## config.mk

```make
export PLATFORM = sky130hd
export DESIGN_NAME = out_step_sequencer
export DESIGN_NICKNAME = d
export VERILOG_FILES = /design/src/rtl/out_step_sequencer.sv
export SDC_FILE = /design/constraint.sdc
export NUM_CORES = 1
export LEC_CHECK = 0
export BUFFER_PORTS_ARGS = -buffer_cell sky130_fd_sc_hd__buf_2
export CAP_MARGIN = 30
export CORE_MARGIN = 3
export CORE_UTILIZATION = 58
export CTS_CLUSTER_DIAMETER = 40
export DETAILED_ROUTE_END_ITERATION = 10
export PLACE_DENSITY = 0.87
export SYNTH_ARGS = -nofsm -noshare
export SYNTH_HDL_FRONTEND = slang
export SYNTH_SLANG_ARGS = --single-unit
```

## constraint.sdc

```tcl
create_clock -name clk -period 4.4 [get_ports clk]
set_input_delay 0.88 -clock clk [delete_from_list [all_inputs] [get_ports clk]]
set_output_delay 0.88 -clock clk [all_outputs]
set_load 0.02 [all_outputs]
```

## src/rtl/out_step_sequencer.sv

```systemverilog
// out_step_sequencer
// Drives the output-neuron-block handshake for one image at a time. It collects
// per-neuron spike counts over T_STEPS time units, then scans the counts to find
// the winning neuron. Every output comes straight from a flop.
module out_step_sequencer #(
  parameter int N       = 8,
  parameter int CW      = 8,
  parameter int T_STEPS = 350,
  parameter int SW      = 10,
  parameter int IW      = 3,
  parameter int TO_CYC  = 1023
) (
  input  logic            clk,
  input  logic            rst,
  input  logic            img_start,
  input  logic            valid_op_nub,
  input  logic [N-1:0]    spike_op_nub,
  output logic            start_core_img,
  output logic            start_op_nub,
  output logic            TU_incre,
  output logic            busy,
  output logic            img_done,
  output logic [IW-1:0]   winner,
  output logic            no_spike,
  output logic            timeout_err,
  output logic [N*CW-1:0] spike_count
);

  localparam int TW = $clog2(TO_CYC + 1);

  typedef enum logic [2:0] {IDLE, INIT, ISSUE, WAIT, TU, ARGMAX, DONE} state_t;

  state_t        state_q, state_d;
  logic [SW-1:0] step_q, step_d;
  logic [TW-1:0] to_cnt_q, to_cnt_d;
  logic [CW-1:0] cnt_q [N];
  logic [CW-1:0] cnt_d [N];
  logic [IW-1:0] idx_q, idx_d;
  logic [CW-1:0] best_cnt_q, best_cnt_d;
  logic [IW-1:0] best_idx_q, best_idx_d;
  logic [IW-1:0] winner_q, winner_d;
  logic          no_spike_q, no_spike_d;
  logic          timeout_err_q, timeout_err_d;
  logic          start_core_img_q, start_core_img_d;
  logic          start_op_nub_q, start_op_nub_d;
  logic          tu_incre_q, tu_incre_d;
  logic          busy_q, busy_d;
  logic          img_done_q, img_done_d;

  logic [CW-1:0] cand_cnt;
  logic          cand_wins;
  logic [CW-1:0] new_best_cnt;
  logic [IW-1:0] new_best_idx;
  logic          last_idx;
  logic          to_expire;

  // Scan helpers: pick the candidate count, decide if it beats the running best, detect WAIT expiry
  always_comb begin
    cand_cnt = '0;
    for (int i = 0; i < N; i++) begin
      if (idx_q == IW'(i)) cand_cnt = cnt_q[i];
    end
    cand_wins    = (idx_q == '0) || (cand_cnt > best_cnt_q);
    new_best_cnt = cand_wins ? cand_cnt : best_cnt_q;
    new_best_idx = cand_wins ? idx_q : best_idx_q;
    last_idx     = (idx_q == IW'(N - 1));
    to_expire    = (state_q == WAIT) && !valid_op_nub &&
                   ((to_cnt_q + TW'(1)) == TW'(TO_CYC));
  end

  // State register
  always_ff @(posedge clk or negedge rst) begin
    if (!rst) state_q <= IDLE;
    else      state_q <= state_d;
  end

  // Next-state logic for the per-image sequence
  always_comb begin
    state_d = state_q;
    case (state_q)
      IDLE:    if (img_start) state_d = INIT;
      INIT:    state_d = ISSUE;
      ISSUE:   state_d = WAIT;
      WAIT: begin
        if (valid_op_nub)   state_d = TU;
        else if (to_expire) state_d = IDLE;
      end
      TU:      state_d = (step_q == SW'(T_STEPS)) ? ARGMAX : ISSUE;
      ARGMAX:  if (last_idx) state_d = DONE;
      DONE:    state_d = IDLE;
      default: state_d = IDLE;
    endcase
  end

  // Output pulses are decoded from the state being entered, so they appear as flops in that state
  always_comb begin
    start_core_img_d = (state_d == INIT);
    start_op_nub_d   = (state_d == ISSUE);
    tu_incre_d       = (state_d == TU);
    busy_d           = (state_d != IDLE);
    img_done_d       = (state_d == DONE);
  end

  // Datapath: spike counters, step and timeout counters, argmax scan and result capture
  always_comb begin
    step_d        = step_q;
    to_cnt_d      = to_cnt_q;
    idx_d         = '0;
    best_cnt_d    = best_cnt_q;
    best_idx_d    = best_idx_q;
    winner_d      = winner_q;
    no_spike_d    = no_spike_q;
    timeout_err_d = timeout_err_q;
    for (int i = 0; i < N; i++) cnt_d[i] = cnt_q[i];
    case (state_q)
      IDLE: begin
        if (img_start) begin
          step_d        = '0;
          timeout_err_d = 1'b0;
          winner_d      = '0;
          no_spike_d    = 1'b0;
          for (int i = 0; i < N; i++) cnt_d[i] = '0;
        end
      end
      ISSUE: to_cnt_d = '0;
      WAIT: begin
        if (valid_op_nub) begin
          step_d = step_q + SW'(1);
          for (int i = 0; i < N; i++) begin
            if (spike_op_nub[i] && (cnt_q[i] != '1)) cnt_d[i] = cnt_q[i] + CW'(1);
          end
        end else begin
          to_cnt_d = to_cnt_q + TW'(1);
          if (to_expire) timeout_err_d = 1'b1;
        end
      end
      ARGMAX: begin
        best_cnt_d = new_best_cnt;
        best_idx_d = new_best_idx;
        if (last_idx) begin
          winner_d   = new_best_idx;
          no_spike_d = (new_best_cnt == '0);
        end else begin
          idx_d = idx_q + IW'(1);
        end
      end
      default: ;
    endcase
  end

  // Datapath and output registers, all cleared asynchronously by reset
  always_ff @(posedge clk or negedge rst) begin
    if (!rst) begin
      step_q           <= '0;
      to_cnt_q         <= '0;
      idx_q            <= '0;
      best_cnt_q       <= '0;
      best_idx_q       <= '0;
      winner_q         <= '0;
      no_spike_q       <= 1'b0;
      timeout_err_q    <= 1'b0;
      start_core_img_q <= 1'b0;
      start_op_nub_q   <= 1'b0;
      tu_incre_q       <= 1'b0;
      busy_q           <= 1'b0;
      img_done_q       <= 1'b0;
      for (int i = 0; i < N; i++) cnt_q[i] <= '0;
    end else begin
      step_q           <= step_d;
      to_cnt_q         <= to_cnt_d;
      idx_q            <= idx_d;
      best_cnt_q       <= best_cnt_d;
      best_idx_q       <= best_idx_d;
      winner_q         <= winner_d;
      no_spike_q       <= no_spike_d;
      timeout_err_q    <= timeout_err_d;
      start_core_img_q <= start_core_img_d;
      start_op_nub_q   <= start_op_nub_d;
      tu_incre_q       <= tu_incre_d;
      busy_q           <= busy_d;
      img_done_q       <= img_done_d;
      for (int i = 0; i < N; i++) cnt_q[i] <= cnt_d[i];
    end
  end

  assign start_core_img = start_core_img_q;
  assign start_op_nub   = start_op_nub_q;
  assign TU_incre       = tu_incre_q;
  assign busy           = busy_q;
  assign img_done       = img_done_q;
  assign winner         = winner_q;
  assign no_spike       = no_spike_q;
  assign timeout_err    = timeout_err_q;

  for (genvar g = 0; g < N; g++) begin : g_pack
    assign spike_count[g*CW +: CW] = cnt_q[g];
  end

endmodule

```

==> load_flow_metrics.sql, run 1 <==
INSERT INTO impl_metrics (metric_group, metric, value, unit) VALUES
('hold_path', 'worstHoldPathType', 'primary input to async pin', ''),
('detailed_routing', 'ant_nets', '0', ''),
('synthesis', 'asyncSetResetFlopFracSynth', '100', '%'),
('placement', 'dp.final_hpwl', '11.8', 'mm'),
('clock_network', 'clk-insertion-delay-late', '400', 'ps'),
('die', 'num_io_pins', '86', ''),
('die', 'design.die.area', '12300', 'um^2'),
('job', 'drv_cap', '0', ''),
('synthesis', 'post_synth_instance_area', '6400', 'um^2'),
('clock_network', 'cts.root.buffer_cell', 'sky130_fd_sc_hd__clkbuf_8', ''),
('synthesis', 'postSynthCellCount', '704', ''),
('clock_network', 'ctsLongestPathBuffers', '2', ''),
('synthesis', 'postSynthRegisterBits', '111', ''),
('die', 'chipWidth', '111', 'um'),
('grt', 'grt_max_degree', '58', ''),
('detailed_routing', 'drt_iter0_drc', '555', ''),
('final_layout', 'drive_gt1_share', '17.2', '%'),
('placement', 'port_buffers', '85', ''),
('detailed_routing', 'number_of_design_rule_violations_left_after_detail_routing', '0', ''),
('outcome', 'outcome', 'finished, final reports clean', ''),
('detailed_routing', 'dr.pass1.iters', '7', ''),
('synthesis', 'leading_cell_type_by_number_of_instances_after_synthesis', 'sky130_fd_sc_hd__dfrtp_1', ''),
('detailed_routing', 'wire_per_inst', '17.6', 'um'),
('final_layout', 'num_antenna_cells', '0', ''),
('clock_network', 'cts.sinks', '111', ''),
('synthesis', 'synth.distinct_cells', '69', ''),
('synthesis', 'synth_enable_flop_cells', '0', ''),
('die', 'row_count', '37', ''),
('die', 'die-height', '111', 'um'),
('final_layout', 'area_occupied_by_multi_input_gates', '3360', 'um^2'),
('synthesis', 'syn_nets', '742', ''),
('grt', 'first_pass_grt_wire_length', '26.9', 'mm'),
('clock_network', 'postCtsHoldBufs', '0', ''),
('sta', 'max_freq', '242', 'MHz'),
('final_layout', 'fillers', '816', ''),
('setup_path', 'worst-endpoint-arrival', '4410', 'ps'),
('sta', 'setup_repair_after_global_routing_missed_its_margin', 'no', ''),
('sta', 'final.period_utilization', '93.8', '%'),
('power', 'peakVddDrop', '378', 'uV'),
('power', 'pleak', '0.00353', 'uW'),
('final_layout', 'num-nets-final', '814', ''),
('final_layout', 'register_area', '2780', 'um^2'),
('clock_network', 'cts_inserted_buffers', '9', ''),
('synthesis', 'seq_area_frac_synth', '43.4', '%'),
('grt', 'combined_global_route_utilization_of_all_metal_layers', '26.6', '%'),
('synthesis', 'synth_ff_type', 'sky130_fd_sc_hd__dfrtp_1', ''),
('clock_network', 'cts_tree', 'yes', ''),
('setup_path', 'cp_data_required_time', '4680', 'ps'),
('sta', 'report.final.slew_viol_count', '0', ''),
('clock_network', 'cts.repair_timing.setup_buffer_count', '0', ''),
('grt', 'grt_pass1_vias', '5538', ''),
('final_layout', 'flow.area_growth_from_synthesis', '11.2', '%'),
('sta', 'hold_viol_final', '0', ''),
('synthesis', 'post-synth-top-area-cell', 'sky130_fd_sc_hd__dfrtp_1', ''),
('sta', 'setup_viol', '0', ''),
('clock_network', 'h-tree-depth', '3', ''),
('grt', 'gr-total-overflow', '0', ''),
('clock_network', 'post_cts_resize_count', '0', ''),
('sta', 'final.min_clock_period', '4130', 'ps'),
('detailed_routing', 'dr_total_vias', '5631', ''),
('power', 'design_power_total', '2860', 'uW'),
('synthesis', 'synth_top_cells_by_area', 'sky130_fd_sc_hd__dfrtp_1 43%, sky130_fd_sc_hd__xor2_1 6.0%, sky130_fd_sc_hd__ha_1 5.1%', ''),
('setup_path', 'timing.critical_path.from_type', 'flop', ''),
('die', 'initial_cell_density_of_the_core', '60.9', '%'),
('sta', 'worst_slew_pin_slew', '966', 'ps'),
('setup_path', 'path_max_fanout', '31', ''),
('die', 'coreArea', '10500', 'um^2'),
('synthesis', 'synth_top_area_share', '43.4', '%'),
('synthesis', 'list_of_most_frequent_post_synthesis_cells', '111 x sky130_fd_sc_hd__dfrtp_1, 84 x sky130_fd_sc_hd__nand2_1, 79 x sky130_fd_sc_hd__nor2_1', ''),
('clock_network', 'clk_transition_reported_paths', '100', 'ps'),
('setup_path', 'cp-end-kind', 'flop', '');
## layout make-up
class / instances / area share (%)
multi-input cells: 534 / 47.2
clock buffers: 10 / 1.93
repair buffers: 92 / 7.03
clock inverters: 6 / 0.949
flip-flops and latches: 111 / 39.0
inverters: 28 / 1.51
well taps: 136 / 2.39
## per-stage QoR
stage | util, % | cell area, um^2 | std cells
after global placement | 65.5 | 6890 | 900
final | 67.8 | 7120 | 917
after global routing | 67.8 | 7120 | 917
after floorplan | - | 6400 | 704
after CTS | 67.8 | 7120 | 917
after detailed placement | 65.8 | 6920 | 901
## worst max-delay path: stages, from the launching register on
cell,delay [ps]
sky130_fd_sc_hd__dfrtp_1,440
sky130_fd_sc_hd__inv_1,120
sky130_fd_sc_hd__ha_1,800
sky130_fd_sc_hd__nor2b_1,220
sky130_fd_sc_hd__a21oi_1,60
sky130_fd_sc_hd__a2111oi_0,530
sky130_fd_sc_hd__nor3_1,180
sky130_fd_sc_hd__ha_1,340
sky130_fd_sc_hd__nand4_1,110
sky130_fd_sc_hd__nor2_1,60
sky130_fd_sc_hd__a22oi_1,230
sky130_fd_sc_hd__nand3_1,460
sky130_fd_sc_hd__mux2_2,460
## flip-flops by register name, indices dropped and copies added (netlist names), 3 cells and up
name,count
spike_count,64
step_q,10
to_cnt_q,10
best_cnt_q,8
best_idx_q,3
idx_q,3
state_q,3
winner,3
## power breakdown
group	leakage (uW)	switching [uW]	internal (uW)	total (uW)
sequential	0.00153	152	1130	1290
clock	0.0000989	358	281	638
combinational	0.00190	613	320	933
total	0.00353	1120	1730	2860
## routing by layer
metal	vias up	wire length, um	GRT usage [%]
met5	-	0	0
met4	0	488	11.4
met3	44	1030	5.35
met2	248	7850	43.3
met1	2713	6740	34.6
li1	2626	-	-
## worst paths after layout
kind                                start               to  slack, ps  depth (start not counted)
worst max-delay path             idx_q[0]    best_cnt_q[6]        270                         12
min in group clk                winner[2]        winner[2]        490                          2
worst max register to register   idx_q[0]    best_cnt_q[6]        270                         12
worst min-delay path                  rst  spike_count[35]        380                          1
max in group asynchronous             rst        winner[2]       3300                          2
worst min register to register  winner[2]        winner[2]        490                          2
## logic make-up after synthesis
| logic type | count (synthesis) | synth area share, % |
|---|---|---|
| compound gates | 129 | 13.8 |
| xor+xnor | 58 | 7.93 |
| fa+ha+maj | 26 | 5.08 |
| buf+inv | 59 | 4.18 |
| flops | 111 | 43.4 |
| mux | 13 | 2.15 |
| simple gates | 308 | 23.5 |
## cells in the final DEF (no fill, tap or decap), types with 4 or more instances in the layout
master / instances
sky130_fd_sc_hd__a21oi_1: 27
sky130_fd_sc_hd__a221o_1: 5
sky130_fd_sc_hd__a221oi_1: 7
sky130_fd_sc_hd__and3_1: 23
sky130_fd_sc_hd__and4_1: 4
sky130_fd_sc_hd__buf_2: 84
sky130_fd_sc_hd__buf_4: 7
sky130_fd_sc_hd__clkbuf_8: 10
sky130_fd_sc_hd__dfrtp_1: 111
sky130_fd_sc_hd__ha_1: 26
sky130_fd_sc_hd__inv_1: 27
sky130_fd_sc_hd__mux2_2: 6
sky130_fd_sc_hd__mux2i_1: 7
sky130_fd_sc_hd__nand2_1: 84
sky130_fd_sc_hd__nand2b_1: 10
sky130_fd_sc_hd__nand3_1: 32
sky130_fd_sc_hd__nand4_1: 26
sky130_fd_sc_hd__nor2_1: 79
sky130_fd_sc_hd__nor2b_1: 7
sky130_fd_sc_hd__nor3_1: 12
sky130_fd_sc_hd__nor3b_1: 4
sky130_fd_sc_hd__o21ai_0: 39
sky130_fd_sc_hd__o22ai_1: 6
sky130_fd_sc_hd__o31ai_1: 4
sky130_fd_sc_hd__or2_2: 4
sky130_fd_sc_hd__xnor2_1: 14
sky130_fd_sc_hd__xor2_1: 44
Power figures use the tool's default switching activity.
==> run 2: changes to the inputs <==
--- a/config.mk
+++ b/config.mk
@@ -12,6 +12,7 @@
 export CTS_CLUSTER_DIAMETER = 40
 export DETAILED_ROUTE_END_ITERATION = 10
 export PLACE_DENSITY = 0.87
+export RECOVER_POWER = 100
 export SYNTH_ARGS = -nofsm -noshare
 export SYNTH_HDL_FRONTEND = slang
 export SYNTH_SLANG_ARGS = --single-unit
==> load_flow_metrics.sql, run 2 (synthesized netlist as in run 1, its figures left out) <==
INSERT INTO impl_metrics (metric_group, metric, value, unit) VALUES
('outcome', 'outcome', 'finished, violations left', ''),
('outcome', 'violations', 'max-capacitance violations, max-slew violations', ''),
('sta', 'final.min_clock_period', '4140', 'ps'),
('clock_network', 'ctsLongestPathBuffers', '2', ''),
('clock_network', 'clk-insertion-delay-late', '400', 'ps'),
('sta', 'max_freq', '241', 'MHz'),
('final_layout', 'largest_reg_flops', '64', ''),
('grt', 'combined_global_route_utilization_of_all_metal_layers', '26.6', '%'),
('die', 'design.die.area', '12300', 'um^2'),
('placement', 'place.gp.congestion', '0.929', ''),
('setup_path', 'critical_path_class', 'flop to flop', ''),
('setup_path', 'worst_setup_path_endpoint', 'best_cnt_q[6]', ''),
('power', 'design_power_total', '2820', 'uW'),
('setup_path', 'path_max_fanout', '31', ''),
('setup_path', 'worst-endpoint-arrival', '4430', 'ps'),
('detailed_routing', 'post_drt_via_cell_ratio', '6.14', ''),
('final_layout', 'num_antenna_cells', '0', ''),
('sta', 'worst_slew_margin_rel', '-7.86', '%'),
('sta', 'worst_slew_pin_slew', '1620', 'ps'),
('detailed_routing', 'wire_per_inst', '17.6', 'um'),
('setup_path', 'cp-end-kind', 'flop', ''),
('detailed_routing', 'number_of_design_rule_violations_left_after_detail_routing', '0', ''),
('clock_network', 'cts.sinks', '111', ''),
('setup_path', 'crit_start', 'idx_q[0]', ''),
('power', 'peakVddDrop', '368', 'uV'),
('clock_network', 'cts.repair_timing.setup_buffer_count', '0', ''),
('hold_path', 'timing.hold.worst.start', 'winner[2]', ''),
('die', 'coreArea', '10500', 'um^2'),
('sta', 'final.period_utilization', '94.2', '%'),
('clock_network', 'cts.root.buffer_cell', 'sky130_fd_sc_hd__clkbuf_8', ''),
('clock_network', 'postCtsHoldBufs', '0', ''),
('sta', 'clock-skew-final', '11.7', 'ps'),
('power', 'share_clk_of_total_power', '22.8', '%'),
('die', 'die-height', '111', 'um'),
('setup_path', 'cp_data_required_time', '4690', 'ps'),
('final_layout', 'flow.area_growth_from_synthesis', '8.71', '%'),
('placement', 'dp.final_hpwl', '11.8', 'mm'),
('power', 'combinationalPowerShare', '31.7', '%'),
('clock_network', 'cts_inserted_buffers', '9', ''),
('setup_path', 'timing.critical_path.from_type', 'flop', ''),
('sta', 'report.final.slew_viol_count', '48', ''),
('clock_network', 'clk_transition_reported_paths', '100', 'ps'),
('detailed_routing', 'ant_nets', '0', ''),
('detailed_routing', 'drt_iter0_drc', '533', ''),
('final_layout', 'drive_gt1_share', '6.79', '%'),
('setup_path', 'worst-r2r-setup-slack', '260', 'ps'),
('detailed_routing', 'dr_total_vias', '5629', ''),
('sta', 'setup_viol', '0', ''),
('grt', 'grt_max_degree', '58', ''),
('grt', 'first_pass_grt_wire_length', '26.9', 'mm'),
('setup_path', 'r2r_cells', '12', ''),
('clock_network', 'h-tree-depth', '3', ''),
('power', 'p_sw_share', '39.6', '%'),
('final_layout', 'most_common_cell_after_layout_fill_and_taps_aside', 'sky130_fd_sc_hd__dfrtp_1', ''),
('setup_path', 'rr_endpoint', 'best_cnt_q[6]', ''),
('sta', 'setup_repair_after_global_routing_missed_its_margin', 'no', ''),
('grt', 'gr-total-overflow', '0', ''),
('hold_path', 'worstHoldPathType', 'flop to flop', ''),
('clock_network', 'cts_tree', 'yes', ''),
('die', 'num_io_pins', '86', ''),
('power', 'power.internal', '1700', 'uW'),
('power', 'pleak', '0.00319', 'uW'),
('grt', 'grt_antenna_before_repair', '0', ''),
('grt', 'grt_pass1_vias', '5538', ''),
('die', 'chipWidth', '111', 'um'),
('sta', 'hold_viol_final', '0', ''),
('die', 'initial_cell_density_of_the_core', '60.9', '%'),
('clock_network', 'post_cts_resize_count', '0', ''),
('power', 'power_density_over_the_cells', '405', 'nW/um^2'),
('placement', 'port_buffers', '85', ''),
('power', 'power_frac_seq', '45.5', '%'),
('die', 'row_count', '37', ''),
('sta', 'timing.setup.tns', '0', 'ps'),
('setup_path', 'crit-reg2reg-launch', 'idx_q[0]', ''),
('final_layout', 'num-nets-final', '814', ''),
('power', 'netSwitchingPower', '1120', 'uW'),
('detailed_routing', 'dr.pass1.iters', '5', ''),
('job', 'drv_cap', '2', ''),
('final_layout', 'layout_common_cells', '111 x sky130_fd_sc_hd__dfrtp_1, 84 x sky130_fd_sc_hd__nand2_1, 79 x sky130_fd_sc_hd__nor2_1', ''),
('detailed_routing', 'wl', '16.1', 'mm');
run 2: cell types whose count changed in the layout (fill, tap and decap cells not counted), moves of 2 or more:
cell,previous run,this run
sky130_fd_sc_hd__clkbuf_2,0,2
sky130_fd_sc_hd__buf_4,7,4
sky130_fd_sc_hd__clkbuf_1,0,77
sky130_fd_sc_hd__a21oi_1,27,29
sky130_fd_sc_hd__buf_2,84,9
run 2: critical path, stage by stage, from the launching register on:
cell	delay [ps]
sky130_fd_sc_hd__dfrtp_1	440
sky130_fd_sc_hd__inv_1	120
sky130_fd_sc_hd__ha_1	800
sky130_fd_sc_hd__nor2b_1	220
sky130_fd_sc_hd__a21oi_1	60
sky130_fd_sc_hd__a2111oi_0	550
sky130_fd_sc_hd__nor3_1	180
sky130_fd_sc_hd__ha_1	340
sky130_fd_sc_hd__nand4_1	110
sky130_fd_sc_hd__nor2_1	60
sky130_fd_sc_hd__a22oi_1	230
sky130_fd_sc_hd__nand3_1	460
sky130_fd_sc_hd__mux2_2	460
run 2: routing by layer:
metal | vias up | global-route usage [%] | routed length, um
met5 | - | 0 | 0
met4 | 0 | 11.4 | 454
met3 | 40 | 5.35 | 996
met2 | 247 | 43.3 | 7870
met1 | 2716 | 34.6 | 6770
li1 | 2626 | - | -
run 2: cell type report:
type                    instances  area [um^2]
inverters                      28          106
fillers                       878         3550
well taps                     136          170
clock inverters                 6         67.6
repair buffers                 92          374
clock buffers                  10          138
multi-input cells             534         3330
flip-flops and latches        111         2780
run 2: power groups by stage:
stage / Clock [uW] / Combinational (uW) / Sequential, uW
finish: 642 / 895 / 1290
global route: 693 / 995 / 1310
CTS: 651 / 930 / 1280
detailed placement: 0 / 925 / 1300
global placement: 0 / 882 / 1290
floorplan: 0 / 639 / 1320
run 2: worst min-delay path by stage:
stage | slack [ps] | cells past startpoint | endpoint
finish | 500 | 2 | winner[2]
global route | 540 | 2 | winner[2]
CTS | 370 | 1 | spike_count[35]
detailed placement | 470 | 2 | winner[2]
global placement | 470 | 1 | to_cnt_q[6]
floorplan | 450 | 2 | best_idx_q[0]
run 2: stage by stage:
stage / hold slack (ps) / setup slack, ps / instance area, um^2 / util [%] / std cells
after global routing: 537 / 0.878 / 6960 / 66.3 / 917
after CTS: 374 / 311 / 7120 / 67.8 / 917
after detailed placement: 473 / 347 / 6920 / 65.8 / 901
after global placement: 469 / 591 / 6890 / 65.5 / 900
after floorplan: 450 / 1060 / 6400 / - / 704
final: 498 / 257 / 6960 / 66.3 / 917
